File: src/rtl/rtc_timekeeper.sv
// rtc_timekeeper: BCD time-of-day generator for the VGA clock display.
//
// A prescaler divides clk down to one advance per second. Each advance
// steps the BCD time by one second with full carry through to hours.
// Hours wrap in either 24-hour mode (00..23) or 12-hour mode (01..12 + pm).
// The time can be loaded; invalid load values are rejected. An hh:mm alarm
// fires once, on the advance that reaches hh:mm:00.
//
// Parameters:
//   CLK_FREQ_HZ  clk cycles per second (>= 2)
//   MODE_24H     1 = 24-hour display, 0 = 12-hour display with pm flag
//
// Ports:
//   clk, reset              clock; synchronous active-high reset
//   run                     1 = prescaler counts, 0 = prescaler and time frozen
//   load, load_time,        one-cycle load strobe, BCD {ht,hu,mt,mu,st,su},
//   load_pm                 and the pm value (12h only)
//   alarm_en, alarm_hm,     alarm enable, BCD {ht,hu,mt,mu}, and the
//   alarm_pm                pm qualifier (12h only)
//   hours_tens..seconds_units  registered BCD digits
//   pm                      pm flag (always 0 in 24h mode)
//   sec_tick, day_tick      one-cycle pulses on each second / midnight rollover
//   alarm_hit, load_err     one-cycle pulses on alarm match / rejected load
module rtc_timekeeper #(
  parameter int CLK_FREQ_HZ = 25000000,
  parameter int MODE_24H    = 1
) (
  input  logic        clk,
  input  logic        reset,
  input  logic        run,
  input  logic        load,
  input  logic [23:0] load_time,
  input  logic        load_pm,
  input  logic        alarm_en,
  input  logic [15:0] alarm_hm,
  input  logic        alarm_pm,
  output logic [3:0]  hours_tens,
  output logic [3:0]  hours_units,
  output logic [3:0]  minutes_tens,
  output logic [3:0]  minutes_units,
  output logic [3:0]  seconds_tens,
  output logic [3:0]  seconds_units,
  output logic        pm,
  output logic        sec_tick,
  output logic        day_tick,
  output logic        alarm_hit,
  output logic        load_err
);

  localparam int            PW     = (CLK_FREQ_HZ > 2) ? $clog2(CLK_FREQ_HZ) : 1;
  localparam logic [PW-1:0] TC     = PW'(CLK_FREQ_HZ - 1);
  // 12-hour mode powers up at 12 AM, 24-hour mode at 00.
  localparam logic [3:0]    RST_HT = (MODE_24H != 0) ? 4'd0 : 4'd1;
  localparam logic [3:0]    RST_HU = (MODE_24H != 0) ? 4'd0 : 4'd2;

  function automatic logic hours_ok(input logic [3:0] t, input logic [3:0] u);
    if (MODE_24H != 0)
      return (t <= 4'd2) && (u <= 4'd9) && !(t == 4'd2 && u > 4'd3);
    else
      return (t == 4'd0 && u != 4'd0 && u <= 4'd9) || (t == 4'd1 && u <= 4'd2);
  endfunction

  function automatic logic time_ok(input logic [23:0] t);
    return hours_ok(t[23:20], t[19:16]) &&
           (t[15:12] <= 4'd5) && (t[11:8] <= 4'd9) &&
           (t[7:4]   <= 4'd5) && (t[3:0]  <= 4'd9);
  endfunction

  logic [PW-1:0] presc;
  logic          adv;
  logic          load_ok, alarm_ok, alarm_match;
  logic          c_st, c_mu, c_mt, c_hr;
  logic [3:0]    n_ht, n_hu, n_mt, n_mu, n_st, n_su;
  logic          n_pm, n_day;

  assign adv      = run && (presc == TC);
  assign load_ok  = time_ok(load_time);
  // Seconds are forced to 00, so only hh:mm needs validating.
  assign alarm_ok = time_ok({alarm_hm, 8'h00});

  // Carry chain: each stage carries when every lower digit is at its max.
  assign c_st = (seconds_units == 4'd9);
  assign c_mu = c_st && (seconds_tens  == 4'd5);
  assign c_mt = c_mu && (minutes_units == 4'd9);
  assign c_hr = c_mt && (minutes_tens  == 4'd5);

  always_comb begin
    n_ht  = hours_tens;
    n_hu  = hours_units;
    n_mt  = minutes_tens;
    n_mu  = minutes_units;
    n_st  = seconds_tens;
    n_pm  = pm;
    n_day = 1'b0;
    n_su  = c_st ? 4'd0 : seconds_units + 4'd1;
    if (c_st) n_st = c_mu ? 4'd0 : seconds_tens + 4'd1;
    if (c_mu) n_mu = c_mt ? 4'd0 : minutes_units + 4'd1;
    if (c_mt) n_mt = c_hr ? 4'd0 : minutes_tens + 4'd1;
    if (c_hr) begin
      if (MODE_24H != 0) begin
        if (hours_tens == 4'd2 && hours_units == 4'd3) begin
          n_ht  = 4'd0;
          n_hu  = 4'd0;
          n_day = 1'b1;
        end else if (hours_units == 4'd9) begin
          n_ht = hours_tens + 4'd1;
          n_hu = 4'd0;
        end else begin
          n_hu = hours_units + 4'd1;
        end
      end else begin
        if (hours_tens == 4'd1 && hours_units == 4'd2) begin
          n_ht = 4'd0;
          n_hu = 4'd1;
        end else if (hours_tens == 4'd1 && hours_units == 4'd1) begin
          // 11 -> 12 flips am/pm; leaving pm is the start of a new day.
          n_hu  = 4'd2;
          n_pm  = ~pm;
          n_day = pm;
        end else if (hours_units == 4'd9) begin
          n_ht = 4'd1;
          n_hu = 4'd0;
        end else begin
          n_hu = hours_units + 4'd1;
        end
      end
    end
  end

  // Compared against the post-advance time so the pulse lines up with the display.
  assign alarm_match = alarm_en && alarm_ok &&
                       ({n_ht, n_hu, n_mt, n_mu} == alarm_hm) &&
                       (n_st == 4'd0) && (n_su == 4'd0) &&
                       ((MODE_24H != 0) || (n_pm == alarm_pm));

  always_ff @(posedge clk) begin
    if (reset) begin
      presc         <= '0;
      hours_tens    <= RST_HT;
      hours_units   <= RST_HU;
      minutes_tens  <= 4'd0;
      minutes_units <= 4'd0;
      seconds_tens  <= 4'd0;
      seconds_units <= 4'd0;
      pm            <= 1'b0;
      sec_tick      <= 1'b0;
      day_tick      <= 1'b0;
      alarm_hit     <= 1'b0;
      load_err      <= 1'b0;
    end else begin
      sec_tick  <= 1'b0;
      day_tick  <= 1'b0;
      alarm_hit <= 1'b0;
      load_err  <= 1'b0;
      if (load) begin
        // Any load, accepted or not, restarts the second.
        presc <= '0;
        if (load_ok) begin
          {hours_tens, hours_units, minutes_tens, minutes_units,
           seconds_tens, seconds_units} <= load_time;
          pm <= (MODE_24H != 0) ? 1'b0 : load_pm;
        end else begin
          load_err <= 1'b1;
        end
      end else if (adv) begin
        presc <= '0;
        {hours_tens, hours_units, minutes_tens, minutes_units,
         seconds_tens, seconds_units} <= {n_ht, n_hu, n_mt, n_mu, n_st, n_su};
        pm        <= n_pm;
        sec_tick  <= 1'b1;
        day_tick  <= n_day;
        alarm_hit <= alarm_match;
      end else if (run) begin
        presc <= presc + 1'b1;
      end
    end
  end

endmodule

File: config.mk
export PLATFORM = sky130hd
export DESIGN_NAME = rtc_timekeeper
export DESIGN_NICKNAME = d
export VERILOG_FILES = /design/src/rtl/rtc_timekeeper.sv
export SDC_FILE = /design/constraint.sdc
export NUM_CORES = 1
export LEC_CHECK = 0
export ABC_AREA = 0
export CAP_MARGIN = 5
export CORE_UTILIZATION = 40
export DETAILED_ROUTE_END_ITERATION = 10
export PLACE_DENSITY_LB_ADDON = 0.12
export SYNTH_ARGS = -nofsm -noshare
export SYNTH_HDL_FRONTEND = slang
export SYNTH_SLANG_ARGS = --single-unit
File: constraint.sdc
create_clock -name clk -period 3.3 [get_ports clk]
set_input_delay 0.66 -clock clk [delete_from_list [all_inputs] [get_ports clk]]
set_output_delay 0.66 -clock clk [all_outputs]
set_load 0.05 [all_outputs]
* After elaboration in Yosys (flattened, before gate mapping) *
Cells that the tools add are included.

storage, ports and cells
  flip-flop bits (word level) = 53
  input bits = 47
  output and inout bits = 29
  word-level logic and storage cells = 111

cells by class
  $add $sub $neg = 7
  $lt $le $gt $ge = 12
  eq/ne operators = 12
  multiplexer cells = 34
  bitwise logic cells = 3
  reduce and logical (&&, ||, !) cells = 32

operators with widths
  kind                                                 count
  2-to-1 mux 4 bit                                     31
  adder 25 x 1 -> 25 bit, second input constant        1
  == test 25 bit, second input constant                1
  adder 4 x 1 -> 4 bit, second input constant          6
  logical AND 1 bit                                    21
  <= comparator 4 bit, second input constant           5
  == test 16 bit                                       1
  == test 4 x 2 -> 1 bit, second input constant        4
  == test 4 bit, second input constant                 3
  <= comparator 4 x 3 -> 1 bit, second input constant  3
  == test 4 x 3 -> 1 bit, second input constant        2
  > comparator 4 x 2 -> 1 bit, second input constant   2
  <= comparator 4 x 2 -> 1 bit, second input constant  2
  zero test 4 bit                                      2
  OR reduction 3 bit                                   2
  OR reduction 2 bit                                   2
  OR reduction 4 bit                                   1
  2-to-1 mux 1 bit                                     3
  NOT 1 bit                                            3
  zero test 1 bit                                      2
  != test 2 x 1 -> 1 bit, second input constant        1
  AND reduction 2 bit                                  1
  nonzero test 2 bit                                   1

* Longest topological paths before layout *
  depth after elaboration = 10
  mapped depth = 11
  gate-level depth less buffers = 9

* Worst setup path before layout *
Ideal clock, no wire load.

  kind = register to register
  start = register seconds_tens[0]
  end = register alarm_hit
  setup time = 0.088 ns
  data arrival time = 2.600 ns
  data required time = 3.212 ns
  slack = 0.612 ns
  cell stages (with the launch flop) = 10
  buffers on the path = 1
  period minus slack after synthesis = 2.688 ns
  cells stage by stage = dfxtp_1 ha_1 and3b_1 buf_2 nand4_2 nor2_1 nor2_1 a2111oi_2 nand4_1 nor4_2

between the ends
  cells in the longest elaborated chain, start to end = 10
  elaborated cells between the ends (all ways) = 18
  classes of those cells = add/sub: 1; eq/ne: 2; mux: 8; reduce/logical: 7

ends and longest elaborated chain
  item                           line  text
  from (decl)                    41    output logic [3:0] seconds_tens,
  == test 4 x 3 -> 1 bit         83    assign c_mu = c_st && (seconds_tens == 4'd5);
  logical AND 1 bit              83
  logical AND 1 bit              84    assign c_mt = c_mu && (minutes_units == 4'd9);
  logical AND 1 bit              85    assign c_hr = c_mt && (minutes_tens == 4'd5);
  2-to-1 mux 4 bit (2 in a row)  98    if (c_mt) n_mt = c_hr ? 4'd0 : minutes_tens + 4'd1;
  == test 16 bit                 132   ({n_ht, n_hu, n_mt, n_mu} == alarm_hm) &&
  logical AND 1 bit              131   assign alarm_match = alarm_en && alarm_ok &&
  logical AND 1 bit (*)          132
  logical AND 1 bit (*)          133   (n_st == 4'd0) && (n_su == 4'd0) &&
  to (signal assigned)           172   alarm_hit <= alarm_match;
  to (decl)                      46    output logic alarm_hit,

Every way passes the cells marked *; elsewhere a longest branch is shown, timed or not.
A chain may end at the register's enable or synchronous reset.

* Worst setup path after layout *
  start = register seconds_units[0]
  end = register alarm_hit

between the ends
  cells in the longest elaborated chain, start to end = 10
  elaborated cells between the ends (all ways) = 20
  classes of those cells = add/sub: 1; eq/ne: 2; mux: 9; reduce/logical: 8

ends and longest elaborated chain
  item                           line  text
  from (decl)                    42    output logic [3:0] seconds_units,
  from (signal assigned)         160   seconds_tens, seconds_units} <= load_time;
  from (signal assigned)         168   seconds_tens, seconds_units} <= {n_ht, n_hu, n_mt, n_mu, n_st, n_su};
  == test 4 bit                  82    assign c_st = (seconds_units == 4'd9);
  logical AND 1 bit              83
  logical AND 1 bit              84
  logical AND 1 bit              85
  2-to-1 mux 4 bit (2 in a row)  98
  == test 16 bit                 132
  logical AND 1 bit              131
  logical AND 1 bit              132
  logical AND 1 bit (*)          133

Marks and branches as above.

==> results.cfg <==
[clocking]
clk_pin_slew_ns = 0.10
numCtsBuffers = 5
cts_setup_buffers = 0
cts_hold_buf = 0
clockBufferDepth = 2
cts_root_buffer = clkbuf_8
cts_resized = 0
clock_latency_ns = 0.31
cts_tree = done
htreeDepth = 2
cts_sinks = 53

[layout]
finalNonFillerCells = 642
layout.nets = 591
layout-drive-gt1-share_pct = 6.37
utilization_pct = 52.3
layout_common_cells = 72 x clkdlybuf4s50_1, 53 x nor2_1, 53 x dfxtp_1, 52 x nand2_1, 33 x o21ai_0
layout_commonest_cell = clkdlybuf4s50_1
diodes = 0
syn_to_final_growth_pct = 27.2
fillers = 843
final_area_um2 = 4540

[sta]
fin_crit_sh_pct = 86.6
hold_slack_ns = 0.509
max_freq_mhz = 350
skew_ns = 0.0106
max_slew.worst_pin.slew_ns = 0.697
max_slew_margin_pct = 53.4
finalSetupViolations = 0
hold_viol = 0
rsz0062_at_grt = no
fin_crit_ns = 2.86
setup-tns-final_ns = 0
finalMaxSlewViolations = 0

[setup_path]
cp-start-kind = flop
cp_max_fo = 14
slowest_delay_ns = 0.73
required_ns = 3.53
slowest_stage = dfxtp_1
arrival_ns = 3.09
path_delay_family = simple AND/OR/NAND/NOR gates
path_cells = and4bb_4 -> and3_1 -> mux2i_1 -> xor2_1 -> and4_1 -> nand4_1 -> nor4_2
critPathBufInv = 0
end_kind = flop
worstSetupPathType = reg -> reg

[power_and_ir_drop]
p_seq_share_pct = 51.6
p_clk_share_pct = 36.9
p_switching_mw = 0.301
comb_power_share_pct = 11.5
power.leakage_nw = 1.54
sw_frac_of_total_pct = 24.2
ir_drop_mv = 0.163
pwr_density_cell_nw_per_um2 = 274
p_int_mw = 0.945

[die]
die_y_um = 96.5
die_w_um = 96.5
die-area_um2 = 9310
io_pins = 76
rows = 34
initial_core_util_pct = 41.1
core_area_um2 = 8680

[place]
dp.cells = 634
gp_congestion = 0.903
placed_area_um2 = 4430
dp_hpwl_mm = 7.62
io_buffers = 72

[yosys]
synth-warning-count = 0
ys_seq_area_share_pct = 29.7
synth_area_um2 = 3570
ys.flop_type = dfxtp_1
synthArstFlopShare_pct = 0
synth_cell_types = 64
synth_edf_count = 0
netlist_instances = 464
postSynthAreaPerCell_um2 = 7.69
synth_fp_nets = 522
synth-seq-cells = 53

[route]
drc_errors = 0
avgViaCountPerCell = 5.71
ant_nets = 0
drt_iter0_drc = 192
wl_mm = 10.3
vias = 3664
drt-pass1-iter-count = 5
post_drt_wl_per_cell_um = 16.0

[grt]
grt_max_degree = 39
antenna_found_initial = 0
grt_first_pass_wirelength_mm = 16.3
gr-total-overflow = 0
grt_pass1_vias = 3277
grt_use_total_pct = 22.6

[run]
cap_violations = 0

[min_path]
hp-class = reg -> reg

[outcome]
status = finished, final reports clean
stage by stage:
step | setup WS, ns | power (mW)
floorplan | 0.612 | 0.716
global placement | 0.377 | 0.800
detailed placement | 0.344 | 0.800
CTS | 0.440 | 1.27
global route | 0.197 | 1.30
finish | 0.441 | 1.25
logic make-up (layout without fill, tap and decap cells):
logic type                 after synthesis  in the layout  share of synthesized area, %
AOI/OAI and AO/OA                      106            106                          18.9
adders and majority gates               11             11                          3.86
xor gates and xnor gates                36             36                          8.83
muxes                                   11             11                          3.15
buffers and inverters                   39            109                          4.84
DFF                                     53             53                          29.7
other                                    1              1                         0.105
and+or+nand+nor                        207            207                          30.6
Yosys cell counts (3+ instances only):
cell type	count	share of area (%)
a21oi_1	28	3.9
a22oi_1	4	0.84
a31oi_1	6	1.1
and2_1	3	0.53
and3_1	6	1.1
and3b_1	4	0.98
buf_2	9	1.3
clkbuf_1	12	1.3
dfxtp_1	53	30
ha_1	11	3.9
inv_1	14	1.5
mux2i_1	9	2.5
nand2_1	52	5.5
nand2b_1	7	1.2
nand3_1	22	3.1
nand3b_1	4	0.84
nand4_1	11	1.9
nor2_1	53	5.6
nor2b_1	3	0.53
nor3_1	11	1.5
nor4_1	11	1.9
nor4b_1	3	0.74
o211ai_1	5	1.1
o21ai_0	33	4.6
o31ai_1	5	1.1
or3_1	4	0.70
xnor2_1	13	3.2
xor2_1	23	5.6
area by class of cell:
type / instances / area, µm² / area share [%]
clock buffers: 6 / 72.6 / 1.60
clock inverters: 2 / 38.8 / 0.854
inverters: 14 / 52.6 / 1.16
multi-input cells: 372 / 2340 / 51.4
flip-flops and latches: 53 / 1060 / 23.4
well taps: 108 / 135 / 2.98
repair buffers: 87 / 846 / 18.6
final timing paths:
path	from	depth (start not counted)	to	slack [ns]
setup / recovery	seconds_units[0]	7	alarm_hit	0.44
hold / removal	presc[13]	2	presc[13]	0.51
setup reg to reg	seconds_units[0]	7	alarm_hit	0.44
hold reg to reg	presc[13]	2	presc[13]	0.51
flip-flops by register name, indices dropped and copies added (netlist names), 4 cells and up:
register	flops
seconds_units	4
hours_tens	4
presc	25
minutes_tens	4
hours_units	4
minutes_units	4
seconds_tens	4
worst min-delay path: stages (launching register included):
cell and delay, ns:
dfxtp_1 0.33, o21ai_0 0.07, a21oi_1 0.06
routing by layer:
metal	track usage, %	routed length (µm)	vias up
li1	-	-	1812
met1	30.1	4560	1728
met2	38.9	4930	112
met3	2.90	645	12
met4	4.90	126	0
met5	0	0	-
power groups by stage:
stage	Sequential [mW]	Combinational [mW]	Clock, mW
4_1_cts	0.643	0.143	0.479
3_5_place_dp	0.658	0.142	0
3_3_place_gp	0.658	0.142	0
6_report	0.643	0.143	0.460
5_1_grt	0.643	0.154	0.500
2_1_floorplan	0.660	0.0559	0
Note: power is estimated with default switching activity, not from simulation.
